===== config.mk =====
export PLATFORM = sky130hd
export DESIGN_NAME = fetch_unit
export DESIGN_NICKNAME = d
export VERILOG_FILES = /design/src/rtl/cpu_pkg.sv /design/src/rtl/fetch_unit.sv
export SDC_FILE = /design/constraint.sdc
export NUM_CORES = 1
export LEC_CHECK = 0
export CORE_MARGIN = 2
export CORE_UTILIZATION = 49
export DETAILED_ROUTE_END_ITERATION = 10
export GPL_TIMING_DRIVEN = 0
export HOLD_SLACK_MARGIN = 0.06
export PLACE_DENSITY = 0.95
export SYNTH_ARGS = -nofsm -noshare
export SYNTH_HDL_FRONTEND = slang
export SYNTH_SLANG_ARGS = --single-unit

===== constraint.sdc =====
create_clock -name clk -period 6.6 [get_ports clk]
set_clock_uncertainty 0.05 [all_clocks]
set_input_delay 1.98 -clock clk [delete_from_list [all_inputs] [get_ports clk]]
set_output_delay 1.98 -clock clk [all_outputs]
set_load 0.01 [all_outputs]

===== src/rtl/cpu_pkg.sv =====
// Shared CPU definitions: default datapath widths, opcode classes and fetch FSM states.
package cpu_pkg;

    localparam int unsigned ADDR_W  = 32;
    localparam int unsigned INSTR_W = 32;

    // Opcode class carried in IR[31:29]
    localparam logic [2:0] OPC_ARITH  = 3'd0;
    localparam logic [2:0] OPC_DATA   = 3'd1;
    localparam logic [2:0] OPC_BRANCH = 3'd2;
    localparam logic [2:0] OPC_JUMP   = 3'd3;
    localparam logic [2:0] OPC_CMP    = 3'd4;
    localparam logic [2:0] OPC_FLOP   = 3'd5;
    localparam logic [2:0] OPC_LOGIC  = 3'd6;
    localparam logic [2:0] OPC_SHIFT  = 3'd7;

    typedef enum logic [1:0] {
        IDLE  = 2'd0,
        FETCH = 2'd1,
        WAIT  = 2'd2,
        HOLD  = 2'd3
    } fetch_state_t;

    function automatic logic [2:0] opcode_class(input logic [31:0] instr);
        return instr[31:29];
    endfunction

endpackage


===== src/rtl/fetch_unit.sv =====
// Instruction fetch stage: single-outstanding imem handshake, IR register toward decode,
// and PC redirect with squash of any in-flight fetch.
module fetch_unit #(
    parameter int unsigned       ADDR_W   = cpu_pkg::ADDR_W,
    parameter int unsigned       INSTR_W  = cpu_pkg::INSTR_W,
    parameter logic [ADDR_W-1:0] RESET_PC = '0,
    parameter int unsigned       PC_STEP  = 4
) (
    input  logic               clk,
    input  logic               rst_n,
    output logic               imem_req,
    output logic [ADDR_W-1:0]  imem_addr,
    input  logic               imem_gnt,
    input  logic               imem_rvalid,
    input  logic [INSTR_W-1:0] imem_rdata,
    output logic [INSTR_W-1:0] ir,
    output logic [ADDR_W-1:0]  ir_pc,
    output logic               ir_valid,
    input  logic               ir_ready,
    input  logic               redirect,
    input  logic [ADDR_W-1:0]  redirect_pc
);
    import cpu_pkg::*;

    fetch_state_t        state, state_d;
    logic [ADDR_W-1:0]   pc, pc_d;
    logic [INSTR_W-1:0]  ir_d;
    logic [ADDR_W-1:0]   ir_pc_d;
    logic                ir_valid_d;
    logic                drop, drop_d;
    logic                imem_req_d;

    // pc is a register, so the address output is registered as well
    assign imem_addr = pc;

    always_ff @(posedge clk or negedge rst_n) begin
        if (!rst_n) begin
            state    <= IDLE;
            pc       <= RESET_PC;
            ir       <= '0;
            ir_pc    <= '0;
            ir_valid <= 1'b0;
            drop     <= 1'b0;
            imem_req <= 1'b0;
        end else begin
            state    <= state_d;
            pc       <= pc_d;
            ir       <= ir_d;
            ir_pc    <= ir_pc_d;
            ir_valid <= ir_valid_d;
            drop     <= drop_d;
            imem_req <= imem_req_d;
        end
    end

    always_comb begin
        state_d    = state;
        pc_d       = pc;
        ir_d       = ir;
        ir_pc_d    = ir_pc;
        ir_valid_d = ir_valid;
        drop_d     = drop;

        unique case (state)
            IDLE: state_d = FETCH;
            FETCH: begin
                if (imem_gnt) state_d = WAIT;
            end
            WAIT: begin
                if (imem_rvalid) begin
                    if (drop) begin
                        drop_d  = 1'b0;
                        state_d = FETCH;
                    end else begin
                        ir_d       = imem_rdata;
                        ir_pc_d    = pc;
                        pc_d       = pc + ADDR_W'(PC_STEP);
                        ir_valid_d = 1'b1;
                        state_d    = HOLD;
                    end
                end
            end
            HOLD: begin
                if (ir_valid && ir_ready) begin
                    ir_valid_d = 1'b0;
                    state_d    = FETCH;
                end
            end
            default: state_d = IDLE;
        endcase

        // Redirect overrides everything decided above for this cycle
        if (redirect) begin
            pc_d       = redirect_pc;
            ir_valid_d = 1'b0;
            ir_d       = ir;
            ir_pc_d    = ir_pc;
            unique case (state)
                FETCH: begin
                    if (imem_gnt) begin
                        drop_d  = 1'b1;
                        state_d = WAIT;
                    end else begin
                        state_d = FETCH;
                    end
                end
                WAIT: begin
                    if (imem_rvalid) begin
                        drop_d  = 1'b0;
                        state_d = FETCH;
                    end else begin
                        drop_d  = 1'b1;
                        state_d = WAIT;
                    end
                end
                default: state_d = FETCH;
            endcase
        end

        imem_req_d = (state_d == FETCH);
    end

    // A response is only legal while a granted request is outstanding
    a_rvalid_in_wait: assert property (@(posedge clk) disable iff (!rst_n)
        imem_rvalid |-> (state == WAIT));

endmodule


### After elaboration in Yosys (flattened, before gate mapping)

Cells that the tools add are included.

* add/subtract/negate cells: 1
* equal/unequal tests: 8
* multiplexer cells: 24
* bitwise gates (word level): 2
* reduce and logical (&&, ||, !) cells: 8

Operators with widths (count)
* $mux W32: 4
* $add A32 B3 Y32 const B: 1
* $mux W2: 7
* $mux W1: 9
* $ne A3 B3 Y1 const B: 3
* $pmux W2 S4: 1
* $reduce_and A4 Y1: 2
* $eq A2 B1 Y1 const B: 2
* $eq A2 B2 Y1 const B: 2
* $pmux W1 S2: 2
* $pmux W2 S2: 1
* $reduce_bool A2 Y1: 2
* $reduce_and A3 Y1: 1
* $reduce_bool A3 Y1: 1
* $logic_not A2 Y1: 1
* $ne A2 B2 Y1 const B: 1
* $not A1 Y1: 2
* $logic_and A1 B1 Y1: 1

* register bits: 101
* bits of input ports: 70
* word-level logic and storage cells: 50

### Depth between registers and ports, before layout

Gate-level depths: netlist of the first run.

* depth after elaboration: 5
* mapped depth: 7
* mapped depth without buffers: 6

### Worst setup path after synthesis of the first run

OpenSTA, ideal clock, no wires.

* path type: input port to flip-flop
* from: input imem_rvalid
* to: register pc[22], in the netlist imem_addr[22]
* data arrival time: 3137 ps
* data required time: 6424 ps
* slack: 3287 ps
* stages: 5
* path buffers: 1
* cell sequence: and4b_1 > buf_2 > nand2_1 > or4_1 > a221o_1

* word-level cells in the longest chain between the ends: 2

RTL lines
* from (decl): line fetch_unit.sv:14 `input logic imem_rvalid,`
* $reduce_bool A2 Y1 (no line)
* $reduce_and A3 Y1 (no line)
* to (signal assigned): line fetch_unit.sv:47 `pc <= pc_d;`
* to (decl): line fetch_unit.sv:26 `logic [ADDR_W-1:0] pc, pc_d;`

No other way between the ends.
A chain may end at the register's enable or synchronous reset.

### Final worst setup path of the first run

* from: input imem_rvalid
* to: register ir_pc[13]

* word-level cells in the longest chain between the ends: 1

RTL lines
* $reduce_and A4 Y1 (no line)
* to (signal assigned): line fetch_unit.sv:49 `ir_pc <= ir_pc_d;`
* to (decl): line fetch_unit.sv:17 `output logic [ADDR_W-1:0] ir_pc,`

No other way between the ends.

==> results of run 1 <==
[kinds of logic (layout without fill, tap and decap cells)]
| family | Yosys count | after routing | share of synthesized area |
|---|---|---|---|
| fa+ha+maj | 7 | 7 | 0.01848 |
| simple gates | 120 | 120 | 0.1458 |
| xor+xnor | 10 | 10 | 0.01848 |
| flops | 101 | 101 | 0.5334 |
| mux | 68 | 68 | 0.1611 |
| compound gates | 61 | 61 | 0.08398 |
| buf+inv | 28 | 211 | 0.03882 |
[worst max-delay path, delay by kind of cell]
| family | cells | cell delay, ps |
|---|---|---|
| buf+inv | 2 | 1060 |
| mux | 1 | 380 |
| simple gates | 2 | 780 |
[per-stage QoR]
| step | area, sq um | TNS (ps) | instances | setup slack [ps] |
|---|---|---|---|---|
| 2_1_floorplan | 4738 | 0 | 395 | 3287 |
| 3_3_place_gp | 6571 | -16790 | 691 | -172.2 |
| 3_5_place_dp | 6596 | 0 | 692 | 2213 |
| 4_1_cts | 6809 | 0 | 707 | 2595 |
| 5_1_grt | 6809 | 0 | 707 | 2505 |
| 6_report | 6809 | 0 | 707 | 2604 |
[path summary, 6_finish.rpt]
kind	depth (start not counted)	start	to	slack [ps]
max in group asynchronous	2	rst_n	ir[4]	4270
max reg2reg	6	state[0]	ir_pc[13]	4060
min reg2reg	1	ir_pc[25]	ir_pc[25]	460
max	5	imem_rvalid	ir_pc[13]	2600
min in group asynchronous	1	rst_n	ir_pc[20]	1540
min	1	ir_pc[25]	ir_pc[25]	460
[area by class of cell]
cell class / count / area share
flip-flops and latches: 101 / 0.3712
clock buffers: 10 / 0.01874
inverters: 6 / 0.003308
clock inverters: 5 / 0.01250
plain buffers: 22 / 0.02370
well taps: 129 / 0.02370
multi-input cells: 266 / 0.2977
repair buffers: 168 / 0.2492
[per-layer routing]
layer  vias up  wire [um]  track usage
li1       1809          -            -
met1      1920       5060       0.3052
met2       162       6561       0.4271
met3        26        795      0.05267
met4         0        255      0.07795
met5         -          0            0
[flip-flops by register name, summed over array words and instances, names as in the netlist]
signal     flops
ir_valid       1
imem_addr     32
ir_pc         32
drop           1
state          2
ir            32
imem_req       1
[cell usage after synthesis (3+ instances only)]
cell      count
or3_1         3
dfrtp_1     101
buf_6         5
nor2_1       19
o21ai_0      16
ha_1          7
buf_2         9
clkbuf_1      5
inv_1         6
xnor2_1       5
nor3_1        4
a21oi_1       4
o31ai_1      13
nor4_1        3
nand4_1       8
xor2_1        5
and3_1        7
nand2_1      25
a31oi_1      16
nand3_1      15
nand2b_1      5
mux2_2       66
or4_1        13
clkbuf_8      3
[power groups by stage]
stage	Combinational [W]	Clock, W	Sequential (W)
final	0.000898	0.000433	0.000951
after global routing	0.000957	0.000460	0.000980
after CTS	0.000907	0.000436	0.000953
after detailed placement	0.000902	0	0.000964
after global placement	0.000868	0	0.000944
after floorplan	0.000291	0	0.00103
==> impl_metrics.toml, run 1 <==
[logic_synthesis]
synth.area.top_cells = "dfrtp_1, mux2_2, a31oi_1"
syn_inst = 395
synth_fp_nets = 472
synth_edf_count = 0
ys.flop_type = "dfrtp_1"
synth_top_area_share = 0.5334
synth_cell_type_count = 48
yosys_warnings = 0
yosysSeqAreaShare = 0.5334
syn_avg_cell_area_sq_um = 12.00
async_reset_ff_frac = 1.000
ys_seq_elements = 101
synth_area_sq_um = 4738
yosysTopAreaCell = "dfrtp_1"

[finish]
regArea_sq_um = 2527
drive_gt1_frac = 0.1817
antenna_cells = 0
layout_commonest_cell = "clkdlybuf4s50_1"
post-route-util = 0.7300
fin_nets = 651
multi_input_area_sq_um = 2027
num-fill-cells = 660
final_cell_mix = "clkdlybuf4s50_1, dfrtp_1, mux2_2"
areaGrowthSynthToFinish_pct = 43.70

[critical_path]
path_max_fanout = 10
cp-start-kind = "input pin"
critical_path.cell_chain = "clkdlybuf4s50_1 -> nand2b_1 -> nor3_2 -> buf_2 -> mux2_2"
crit_arrival_ps = 4200
crit_required_ps = 6800
max_stage_delay_ps = 650
cp-end-kind = "register"
slowest_stage = "clkdlybuf4s50_1"
path_class = "in2reg"

[power_and_ir_drop]
clkPwrFrac = 0.190
switchingPower_w = 0.0006962
combPwrFrac = 0.394
vdd_ir_drop_max_mv = 0.2352
leakage_nw = 2.801
swShare = 0.3052
internal_power_w = 0.001585
p_per_area_nw_per_um2 = 335.0
sequentialPowerShare = 0.417
p_total_w = 0.002281

[sta]
holdWs_ps = 462.1
slew_violations = 0
slew_headroom = 0.4736
final_hold_viol_count = 0
period_share = 0.6055
max_freq_ghz = 0.2502
finalCriticalPeriod_ps = 3996
setup_violations = 0
tightest_slew_ps = 785.3
rsz0062_at_grt = "no"

[outcome]
status = "complete, no violations"

[grt]
grt_pass1_wl_um = 19960
globalRouteTotalUtil = 0.2449
grt_max_degree = 61
gr-total-overflow = 0
grt_pass1_vias = 4066
antenna_found_initial = 0

[detailed_routing]
via_count = 3917
first_iter_violations = 158
first_pass_iters = 4
viasPerCell = 5.540
drc = 0
final_antenna_net_count = 0
finalWirelength_um = 12670
wl_per_cell_um = 17.92

[place]
place_congestion = 0.8287
port_buffers = 167
hpwl_um = 9365

[clocking]
clk_latency_ps = 370
numCtsBuffers = 9
cts_resized = 0
path_clk_slew_ps = 90
tritoncts = "done"
cts_root_buffer = "clkbuf_8"
post-cts-setup-buffers = 0
clock_sinks = 101
h-tree-depth = 3
hold_buffers = 0
clk_path_buf_depth = 2

[floorplan]
core_sq_um = 9328
ioPinCount = 168
die_width_um = 102.3
start_util = 0.5080
die_h_um = 102.3
core.rowCount = 35
dieArea_sq_um = 10470

[run]
maxCapViolCount = 0

[min_path]
hold_path_class = "reg2reg"
No activity file was read; power rests on OpenSTA's default activity.
==> run 2, diff against run 1 <==
- CORE_UTILIZATION: 49 -> 41
- PLACE_DENSITY: 0.95 -> 0.87
- clock period: 6.6 -> 3.3 ns (I/O delays scaled with it)
==> impl_metrics.toml, run 2 (synthesized netlist as in run 1, its figures left out) <==
[sta]
holdWs_ps = 456.0
finalCriticalPeriod_ps = 3021
setup_tns_ps = 0
tightest_slew_ps = 744.2
setup_violations = 0
slew_violations = 0
rsz0062_at_grt = "no"
period_share = 0.9156
max_freq_ghz = 0.3310
slew_headroom = 0.5012
final_hold_viol_count = 0

[critical_path]
crit_required_ps = 3480
critical_path.cell_chain = "clkdlybuf4s50_1 -> nand2b_1 -> nor3_2 -> buf_2 -> mux2_2"
slowest_stage = "clkdlybuf4s50_1"
cp-start-kind = "input pin"
crit_arrival_ps = 3200
cp-end-kind = "register"
path_class = "in2reg"
max_stage_delay_ps = 650
path_max_fanout = 10

[clocking]
numCtsBuffers = 9
cts_root_buffer = "clkbuf_16"
clk_latency_ps = 340
clock_sinks = 101
clk_path_buf_depth = 2
hold_buffers = 0
tritoncts = "done"
post-cts-setup-buffers = 0
cts_resized = 0
path_clk_slew_ps = 70
h-tree-depth = 3

[grt]
grt_max_degree = 61
globalRouteTotalUtil = 0.2010
grt_pass1_vias = 3963
antenna_found_initial = 0
grt_pass1_wl_um = 20180
gr-total-overflow = 0

[detailed_routing]
wl_per_cell_um = 17.22
first_pass_iters = 4
finalWirelength_um = 12430
via_count = 3932
drc = 0
viasPerCell = 5.446
first_iter_violations = 173
final_antenna_net_count = 0

[floorplan]
ioPinCount = 168
die_h_um = 111.5
die_width_um = 111.5
start_util = 0.4167
core_sq_um = 11370
dieArea_sq_um = 12430
core.rowCount = 39

[finish]
layout_commonest_cell = "clkdlybuf4s50_1"
areaGrowthSynthToFinish_pct = 46.26
antenna_cells = 0
final_cell_mix = "clkdlybuf4s50_1, dfrtp_1, mux2_2"
fin_nets = 651
num-fill-cells = 940
drive_gt1_frac = 0.1831

[place]
port_buffers = 167
hpwl_um = 9138
place_congestion = 0.7776

[power_and_ir_drop]
p_per_area_nw_per_um2 = 694.9
vdd_ir_drop_max_mv = 0.4726
leakage_nw = 2.855

[outcome]
status = "complete, no violations"

[run]
maxCapViolCount = 0

[min_path]
hold_path_class = "reg2reg"
run 2: changes by cell type in the layout (fill, tap and decap cells not counted), sizes merged:
| cell | previous run | this run |
|---|---|---|
| clkinv | 1 | 4 |
| clkinvlp | 1 | 0 |
| inv | 7 | 6 |
run 2: worst max-delay path: cells and delay by family:
kind                   cells  cell delay (ps)
AND/OR/NAND/NOR            2              770
buffers and inverters      2             1060
multiplexers               1              380
run 2: power breakdown:
part | internal [W] | switching (W) | total (W)
Sequential | 0.00164 | 0.000258 | 0.00190
Combinational | 0.00111 | 0.000678 | 0.00178
Clock | 0.000665 | 0.000471 | 0.00114
run 2: routing by layer:
metal  vias to the layer above  GRT usage  wire (um)  share of wire
met5                         -          0          0              0
met1                      1973     0.2547       5287           0.43
met3                        15    0.05171        692          0.056
met4                         0    0.04856        182          0.015
li1                       1820          -          -              -
met2                       124     0.3472       6268           0.50
run 2: cell type report:
| class | count | area [sq um] | share of cell area |
|---|---|---|---|
| Sequential cell | 101 | 2527 | 0.3647 |
| Multi-Input combinational cell | 266 | 2027 | 0.2925 |
| Timing Repair Buffer | 168 | 1697 | 0.2448 |
| Clock buffer | 10 | 229.0 | 0.03304 |
| Tap cell | 143 | 178.9 | 0.02582 |
| Buffer | 22 | 161.4 | 0.02329 |
| Clock inverter | 6 | 87.58 | 0.01264 |
| Inverter | 6 | 22.52 | 0.003250 |
run 2: path summary, 6_finish.rpt:
check | from | to | slack (ps) | depth (start not counted)
worst min register to register | ir[21] | ir[21] | 460 | 1
min in group asynchronous | rst_n | ir_pc[12] | 580 | 1
worst max register to register | state[0] | ir_pc[19] | 810 | 6
worst max-delay path | imem_rvalid | ir_pc[19] | 280 | 5
worst min-delay path | ir[21] | ir[21] | 460 | 1
max in group asynchronous | rst_n | imem_addr[27] | 1920 | 2
run 2: through the flow:
stage | cells | cell area, sq um | setup slack [ps] | total power, W | util
4_1_cts | 722 | 6930 | 257.6 | 0.004863 | 0.6096
6_report | 722 | 6930 | 278.6 | 0.004816 | 0.6096
3_5_place_dp | 706 | 6614 | -89.19 | 0.003716 | 0.5817
3_3_place_gp | 705 | 6589 | -2529 | 0.003630 | 0.5795
2_1_floorplan | 395 | 4738 | 976.8 | 0.002651 | -
5_1_grt | 722 | 6930 | 123.1 | 0.005061 | 0.6096
==> patch, RTL diff (config.mk and constraints of run 2) <==
Set the package constant `ADDR_W` to 64 (it was 32).
--- a/src/rtl/cpu_pkg.sv
+++ b/src/rtl/cpu_pkg.sv
@@ -1,7 +1,7 @@
 // Shared CPU definitions: default datapath widths, opcode classes and fetch FSM states.
 package cpu_pkg;
 
-    localparam int unsigned ADDR_W  = 32;
+    localparam int unsigned ADDR_W  = 64;
     localparam int unsigned INSTR_W = 32;
 
     // Opcode class carried in IR[31:29]
Ports: changed (resized imem_addr, ir_pc and redirect_pc); port bits go from 168 to 264. The function was not compared with the original's and may differ.
==> patch against run 2 <==
Synthesized area up 65%. Setup slack worse by 180 ps. Synthesized cell count up 76%. Non-clock buffer count up 115. Die area up 62%. Cell area up 64%. Sequential cell count up 64. Power up 48%. Routed wire length up 97%. Highest routed layer unchanged.
==> patch: results (changes against run 2) <==
Status
  • Status: complete, no violations

Routing
  • Vias after detailed routing: 6862 (+75%)
  • DRT iter0 DRCs: 448 (+160%)
  • DR WL/cell: 19.9 um (+16%)

Placement
  • RePlAce Congestion: 0.883 (+14%)
  • Hpwl dp: 17.9 mm (+96%)

GRT
  • Total track usage: 0.244 (+0.0431)
  • Global-route wire length before repair: 38.0 mm (+88%)
  • Largest net degree at the start of global routing: 89 (+46%)

Yosys
  • Seq/Total Area, Yosys: 0.529 (-0.00413)
  • Synthesized Nets: 804 (+70%)
  • Mean area per synthesized cell: 11.2 um2 (-6.4%)
  • Distinct cells, synth: 50 (+4.2%)
  • Post-synth top cells: dfrtp_1, mux2_2, nand2_1
  • Top post-synthesis cells by area: dfrtp_1, mux2_2, nand2_1, xor2_1, o21ai_0

Setup path
  • CP peak stage delay: 620 ps (-30 ps)
  • CP top delay family: buffers and inverters

Cells and area
  • Nets@finish: 1088 (+67%)
  • Fraction of layout cells with a size suffix above 1: 0.162 (-0.0208)
  • FILL cells: 1511 (+61%)
  • Diodes inserted: 0 (unchanged)

Pwr
  • Leakage: 4.72 nW (+65%)
  • Int Pwr: 5.02 mW (+47%)
  • Peak VDD IR: 0.427 mV (-9.6%)

Clock network
  • CTS HTree Levels: 4 (+1)
  • Clk_lat worst skew: 430 ps (+90 ps)
  • Total CTS buffers: 17 (+8)

Timing
  • Worst slew pin tran: 856 ps (+112 ps)
==> patch: layout make-up <==
cell class / count / area (um2) / share of cell area
buffer: 39 / 173 / 0.0152
clock inverter: 12 / 120 / 0.0106
timing repair buffer: 266 / 2680 / 0.236
sequential: 165 / 4130 / 0.363
clock buffer: 20 / 457 / 0.0401
inverter: 10 / 37.5 / 0.00330
multi-input combinational: 480 / 3490 / 0.307
tap: 234 / 293 / 0.0257
==> patch: what timing repair did <==
| item | 4_1_cts | 5_1_grt |
|---|---|---|
| gates resized for setup | 5 | 5 |
| endpoints found under the setup margin | 35 | 23 |
| setup buffers | 1 | 0 |
| pin swaps | 1 | 1 |
==> patch: power groups by stage <==
| stage | clock, mW | sequential, mW | combinational [mW] |
|---|---|---|---|
| after global routing | 2.08 | 2.98 | 2.41 |
| after detailed placement | 0 | 2.94 | 2.27 |
| after global placement | 0 | 2.91 | 2.22 |
| final | 1.97 | 2.91 | 2.27 |
| after floorplan | 0 | 3.12 | 0.672 |
| after CTS | 2.00 | 2.91 | 2.29 |
==> patch: stage by stage <==
step | hold WS [ps] | power [mW] | area (um2) | setup WS, ps
detailed placement | 445 | 5.21 | 10800 | -724
CTS | 459 | 7.20 | 11400 | 14.7
floorplan | 501 | 3.79 | 7800 | 684
global placement | 438 | 5.13 | 10700 | -5690
finish | 453 | 7.15 | 11400 | 96.8
global route | 469 | 7.47 | 11400 | 23.9
==> patch: path summary, 6_finish.rpt <==
check	from	to	slack, ps	depth (start not counted)
setup reg to reg	state[0]	imem_addr[51]	430	8
hold / removal	ir_pc[4]	ir_pc[4]	450	1
max in group asynchronous	rst_n	ir_pc[27]	1840	2
hold reg to reg	ir_pc[4]	ir_pc[4]	450	1
min in group asynchronous	rst_n	ir[0]	530	1
setup / recovery	imem_rvalid	ir_pc[58]	100	6
==> patch: kinds of logic after synthesis <==
family | synth area share
XOR/XNOR | 0.0370
AND/OR/NAND/NOR | 0.169
adder cells (fa/ha/maj) | 0.0112
AO/OA/AOI/OAI | 0.0820
buffers and inverters | 0.0260
flip-flops | 0.529
multiplexers | 0.145
==> patch: worst reg2reg max path: stages, from the launching register on <==
cell and delay [ps]:
dfrtp_1 430, inv_1 130, ha_1 330, nand4b_4 210, nor4_4 630, nand3_2 220, buf_6 200, or4_1 400
a31oi_1 180
==> patch: layer usage <==
| metal | vias up | wire length, um | global-route usage |
|---|---|---|---|
| li1 | 3119 | - | - |
| met1 | 3355 | 10000 | 0.312 |
| met2 | 354 | 11900 | 0.406 |
| met3 | 34 | 2110 | 0.0707 |
| met4 | 0 | 442 | 0.0705 |
| met5 | - | 0 | 0 |
